==> config.mk <==
export PLATFORM = sky130hd
export DESIGN_NAME = uart_tx_buffered
export DESIGN_NICKNAME = d
export VERILOG_FILES = /design/src/rtl/uart_tx_buffered.sv
export SDC_FILE = /design/constraint.sdc
export NUM_CORES = 1
export LEC_CHECK = 0
export BUFFER_PORTS_ARGS = -buffer_cell sky130_fd_sc_hd__buf_2
export CAP_MARGIN = 5
export CORE_MARGIN = 8
export CORE_UTILIZATION = 40
export CTS_BUF_LIST = sky130_fd_sc_hd__clkbuf_8 sky130_fd_sc_hd__clkbuf_16
export DETAILED_ROUTE_END_ITERATION = 7
export HOLD_SLACK_MARGIN = 0.12
export SLEW_MARGIN = 5
export SYNTH_ARGS = -nofsm -noshare
export SYNTH_HDL_FRONTEND = slang
export SYNTH_SLANG_ARGS = --single-unit
export TNS_END_PERCENT = 5
==> constraint.sdc <==
create_clock -name clk -period 2.6 [get_ports clk]
set_clock_uncertainty 0.1 [all_clocks]
set_input_delay 0.52 -clock clk [delete_from_list [all_inputs] [get_ports clk]]
set_output_delay 0.52 -clock clk [all_outputs]
set_load 0.02 [all_outputs]
==> src/rtl/uart_tx_buffered.sv <==
// Buffered UART transmitter: byte FIFO feeding an 8N1/8E1/8O1 framer.
// LSB first, idle high, zero idle gap between queued frames.
module uart_tx_buffered #(
    parameter int CLK_DIV    = 384,
    parameter int FIFO_DEPTH = 16,
    parameter int PARITY_EN  = 0,
    parameter int PARITY_ODD = 0,
    parameter int STOP_BITS  = 1
) (
    input  logic                          clk,
    input  logic                          rst_n,
    input  logic [7:0]                    wr_data,
    input  logic                          wr_en,
    output logic                          full,
    output logic                          empty,
    output logic [$clog2(FIFO_DEPTH):0]   level,
    output logic                          overflow,
    input  logic                          ovf_clr,
    output logic                          busy,
    output logic                          tx
);

    localparam int AW = $clog2(FIFO_DEPTH);

    localparam logic [2:0] IDLE   = 3'd0;
    localparam logic [2:0] START  = 3'd1;
    localparam logic [2:0] DATA   = 3'd2;
    localparam logic [2:0] PARITY = 3'd3;
    localparam logic [2:0] STOP   = 3'd4;

    localparam logic [15:0] CNT_MAX  = 16'(CLK_DIV - 1);
    localparam logic [AW:0] DEPTH    = (AW + 1)'(FIFO_DEPTH);
    localparam logic [2:0]  LAST_STP = 3'(STOP_BITS - 1);
    localparam logic        ODD      = 1'(PARITY_ODD);

    logic [7:0]    mem [FIFO_DEPTH];
    logic [AW-1:0] wr_ptr;
    logic [AW-1:0] rd_ptr;
    logic [AW:0]   level_nxt;
    logic [2:0]    state;
    logic [15:0]   cnt;
    logic [2:0]    bit_idx;
    logic [7:0]    shift;
    logic          par;
    logic          push;
    logic          pop;
    logic          bit_end;
    logic          last_stop;
    logic          line;

    assign push      = wr_en & ~full;
    assign bit_end   = (cnt == CNT_MAX);
    assign last_stop = (bit_idx == LAST_STP);
    assign busy      = (state != IDLE) | ~empty;

    // Pop when the framer can take a new byte: from idle, or on the final stop cycle
    always_comb begin
        pop = 1'b0;
        if (!empty) begin
            if (state == IDLE)
                pop = 1'b1;
            else if (state == STOP && bit_end && last_stop)
                pop = 1'b1;
        end
    end

    // Occupancy after this cycle's push/pop
    always_comb begin
        level_nxt = level;
        if (push && !pop)
            level_nxt = level + (AW + 1)'(1);
        else if (!push && pop)
            level_nxt = level - (AW + 1)'(1);
    end

    // Line level for the current state; registered into tx below
    always_comb begin
        line = 1'b1;
        unique case (state)
            START:   line = 1'b0;
            DATA:    line = shift[0];
            PARITY:  line = par;
            default: line = 1'b1;
        endcase
    end

    // FIFO storage; contents need no reset, pointers and level gate validity
    always_ff @(posedge clk) begin
        if (push)
            mem[wr_ptr] <= wr_data;
    end

    // FIFO pointers, level and registered flags
    always_ff @(posedge clk or negedge rst_n) begin
        if (!rst_n) begin
            wr_ptr <= '0;
            rd_ptr <= '0;
            level  <= '0;
            full   <= 1'b0;
            empty  <= 1'b1;
        end else begin
            if (push)
                wr_ptr <= wr_ptr + AW'(1);
            if (pop)
                rd_ptr <= rd_ptr + AW'(1);
            level <= level_nxt;
            full  <= (level_nxt == DEPTH);
            empty <= (level_nxt == '0);
        end
    end

    // Sticky overflow; a new drop wins over a clear in the same cycle
    always_ff @(posedge clk or negedge rst_n) begin
        if (!rst_n)
            overflow <= 1'b0;
        else if (wr_en && full)
            overflow <= 1'b1;
        else if (ovf_clr)
            overflow <= 1'b0;
    end

    // Framing state machine with per-bit baud counter
    always_ff @(posedge clk or negedge rst_n) begin
        if (!rst_n) begin
            state   <= IDLE;
            cnt     <= '0;
            bit_idx <= '0;
            shift   <= '0;
            par     <= 1'b0;
            tx      <= 1'b1;
        end else begin
            tx  <= line;
            cnt <= bit_end ? '0 : cnt + 16'd1;
            unique case (state)
                IDLE: begin
                    cnt <= '0;
                    if (pop) begin
                        shift <= mem[rd_ptr];
                        par   <= (^mem[rd_ptr]) ^ ODD;
                        state <= START;
                    end
                end
                START: begin
                    if (bit_end) begin
                        bit_idx <= '0;
                        state   <= DATA;
                    end
                end
                DATA: begin
                    if (bit_end) begin
                        shift   <= shift >> 1;
                        bit_idx <= bit_idx + 3'd1;
                        if (bit_idx == 3'd7) begin
                            bit_idx <= '0;
                            state   <= (PARITY_EN != 0) ? PARITY : STOP;
                        end
                    end
                end
                PARITY: begin
                    if (bit_end) begin
                        bit_idx <= '0;
                        state   <= STOP;
                    end
                end
                STOP: begin
                    if (bit_end) begin
                        bit_idx <= bit_idx + 3'd1;
                        if (last_stop) begin
                            bit_idx <= '0;
                            if (pop) begin
                                shift <= mem[rd_ptr];
                                par   <= (^mem[rd_ptr]) ^ ODD;
                                state <= START;
                            end else begin
                                state <= IDLE;
                            end
                        end
                    end
                end
                default: state <= IDLE;
            endcase
        end
    end

endmodule

==> flow_metrics.py <==
metrics = {
    "run_status": {
        "status": "finished, final reports clean",
    },
    "drt": {
        "drc": 0,
        "wl_per_cell_um": 19.3,
        "drt_iter0_markers": 374,
        "total_detailed_routing_wirelength_um": 14700,
        "route.antenna.remaining_nets": 0,
        "vias_per_cell": 5.37,
        "first_pass_iters": 4,
        "dr_total_vias": 4086,
    },
    "placed_design": {
        "hpwl_um": 9900,
        "place_congestion": 0.817,
        "numPlacedInstances": 728,
        "buffer_ports.inserted": 21,
    },
    "clocking": {
        "cts_num_sinks": 176,
        "post_cts.repair.setup_buffers": 0,
        "cts_max_path_buffers": 2,
        "worst_skew_pair.late_latency_ns": 0.43,
        "cts_tree": "yes",
        "clk_pin_slew_ns": 0.07,
        "cts.htree.levels": 4,
        "cts_made_buffers": 17,
        "clock-root-buffer": "clkbuf_16",
    },
    "setup_path": {
        "critical_path_buf_inv_count": 2,
        "r2r-start": "rd_ptr[0]$_DFFE_PN0N_",
        "kind_of_cell_adding_the_most_delay_to_the_critical_path": "XOR/XNOR gates",
        "timing.critical_path.from": "rd_ptr[0]$_DFFE_PN0N_",
        "worstPathMaxFanout": 15,
        "critical_path_required_ns": 2.80,
        "setup.worst_path.end_class": "flip-flop",
        "path_common_cell": "xnor2_1",
        "crit_path_max_incr_delay_ns": 0.54,
        "timing.critical_path.from_type": "flip-flop",
        "classification_of_the_worst_setup_path": "flip-flop to flip-flop",
        "crit_slowest_cell": "mux4_2",
        "worstPathCellList": "buf_12, buf_4, mux4_2, a22oi_1, nand2_1, xnor2_1, xnor2_1, xnor2_1, o21ai_1",
        "critPathArrivalTime_ns": 2.72,
    },
    "final_layout": {
        "nFillCells": 1587,
        "post_route_cells_drive_above_1_share": 0.182,
        "areaGrowthSynthToFinish_pct": 14.3,
        "final_net_count": 537,
        "post-route-util": 0.462,
        "fin_cells": 761,
        "antennaDiodeCount": 0,
    },
    "logic_synthesis": {
        "synthAdderAreaFrac": 0.0184,
        "synth_area_leaders": "edfxtp_1, dfrtp_1, mux4_2",
        "postSynthRegisterBits": 176,
        "synth-main-ff-cell": "edfxtp_1",
        "synthTopCellsByCount": "edfxtp_1, nand2_1, dfrtp_1, xnor2_1, nor2_1",
        "synthesis.yosys.warnings": 0,
        "post_synth_simple_gate_area": 0.0907,
        "synth-compound-area-share": 0.0463,
        "syn_area_mm2": 0.00748,
        "synth_sequential_area_ratio": 0.675,
        "post-synth-top-count-cell": "edfxtp_1",
        "synthMuxAreaShare": 0.113,
        "synth_xor_area_frac": 0.0328,
        "synth_area_per_cell_um2": 15.7,
        "cell_type_with_the_largest_total_area_after_synthesis": "edfxtp_1",
        "syn-num-nets": 498,
        "synth-edff-count": 128,
        "synth.distinct_cells": 49,
        "syn_inst": 475,
        "synth.top_cell.area_share": 0.514,
        "synth_async_sr_flop_share": 0.273,
        "synth_top_family_by_area": "multiplexers",
    },
    "die": {
        "core_area_mm2": 0.0185,
        "initial_utilization": 0.404,
        "floorplan.die_area_mm2": 0.0233,
        "fp.dieW_um": 153,
        "fp-row-count": 50,
        "io_pins": 22,
        "die-height_um": 153,
    },
    "grt": {
        "grt_first_pass_wirelength_um": 23700,
        "grt_antenna_before_repair": 0,
        "remaining_global_route_overflow": 0,
        "grt.total_usage": 0.133,
        "via_count_of_the_first_global_routing_pass": 4190,
        "grt_max_degree": 35,
    },
    "timing": {
        "layout_worst_path_cycle_share": 0.971,
        "fin_crit_ns": 2.52,
        "rsz0062_at_grt": "yes",
        "maxClockFrequency_ghz": 0.396,
        "hold_violations": 0,
        "finalSetupViolations": 0,
        "relSlewSlack": 0.590,
        "hold-worst-slack_ns": 0.177,
        "timing.final.max_slew_violations": 0,
        "worst_pin_slew_ns": 0.614,
    },
    "power_and_ir_drop": {
        "power_per_cell_area_mw_per_mm2": 1120,
        "p_leak_nw": 3.09,
        "internal_power_mw": 6.34,
        "switching_share": 0.339,
        "total_switching_power_mw": 3.26,
        "clockPowerShare": 0.269,
        "sequentialPowerShare": 0.391,
        "pwr-share-comb": 0.340,
        "vdd_ir_drop_max_mv": 0.557,
    },
    "hold_path": {
        "worstHoldPathType": "primary input to flip-flop",
        "hold_path.startpoint": "ovf_clr",
    },
    "run": {
        "max_cap_violations": 0,
    },
}
-- per-layer routing --
layer | vias up | global-route usage | wire length [um]
met5 | - | 0 | 0
met4 | 0 | 0.0462 | 276
met3 | 21 | 0.0357 | 598
met2 | 88 | 0.213 | 7270
met1 | 2088 | 0.170 | 6540
li1 | 1889 | - | -
-- kinds of logic after synthesis --
logic type,after synthesis
AO/OA/AOI/OAI,54
AND/OR/NAND/NOR,137
flip-flops,176
multiplexers,40
buffers and inverters,29
adder cells (fa/ha/maj),11
XOR/XNOR,28
-- metrics by stage --
| stage | power, mW | setup TNS, ns | worst slack [ns] | area [um2] |
|---|---|---|---|---|
| after floorplan | 6.16 | 0 | 0.323 | 7480 |
| after global placement | 7.05 | 0 | 0.0679 | 7910 |
| after detailed placement | 7.08 | 0 | 0.0197 | 7910 |
| after CTS | 9.69 | 0 | 0.00282 | 8530 |
| after global routing | 10.1 | -0.223 | -0.177 | 8550 |
| final | 9.60 | 0 | 0.0762 | 8550 |
-- layout by cell type, fill, tap and decap left out, types with 15 or more instances in the layout --
| master | netlist | final |
|---|---|---|
| edfxtp_1 | 128 | 128 |
| buf_2 | 4 | 21 |
| a22oi_1 | 16 | 15 |
| nor2_1 | 22 | 22 |
| mux4_2 | 20 | 20 |
| xnor2_1 | 23 | 23 |
| dfrtp_1 | 46 | 45 |
| and2_1 | 17 | 17 |
| clkbuf_16 | 0 | 17 |
| nand2_1 | 47 | 47 |
| o21ai_0 | 18 | 18 |
-- power by group through the flow --
stage / combinational [mW] / clock [mW] / sequential [mW]
finish: 3.26 / 2.58 / 3.76
global route: 3.59 / 2.74 / 3.80
CTS: 3.30 / 2.64 / 3.75
detailed placement: 3.28 / 0 / 3.80
global placement: 3.26 / 0 / 3.79
floorplan: 2.38 / 0 / 3.78
-- cell type report --
class	instances	area [um2]	share of cell area
repair buffers	37	278	0.0325
flip-flops and latches	176	5050	0.591
clock inverters	15	189	0.0221
multi-input cells	270	2270	0.265
well taps	234	293	0.0343
inverters	12	45.0	0.00527
clock buffers	17	425	0.0498
-- path summary, 6_finish.rpt --
kind / endpoint / slack [ns] / cells past startpoint
hold reg to reg: shift[0]$_DFFE_PN0P_ / 0.39 / 2
setup reg to reg: par$_DFFE_PN0P_ / 0.08 / 9
max in group asynchronous: tx$_DFF_PN1_ / 1.25 / 3
hold / removal: overflow$_DFFE_PN0P_ / 0.18 / 2
min in group asynchronous: cnt[3]$_DFF_PN0_ / 0.54 / 2
setup / recovery: par$_DFFE_PN0P_ / 0.08 / 9
-- registers in the layout, indices dropped and copies added, names as in the netlist --
name	cells
full	1
rd_ptr	4
par	1
empty	1
level	5
state	3
cnt	16
wr_ptr	4
shift	8
mem	128
overflow	1
tx	1
bit_idx	3
-- what timing repair did --
item,4_1_cts,5_1_grt
endpoints found under the setup margin,0,11
resized for setup,0,4
hold endpoints to repair,22,0
hold buffers,1,0
Note: power is estimated with default switching activity, not from simulation.
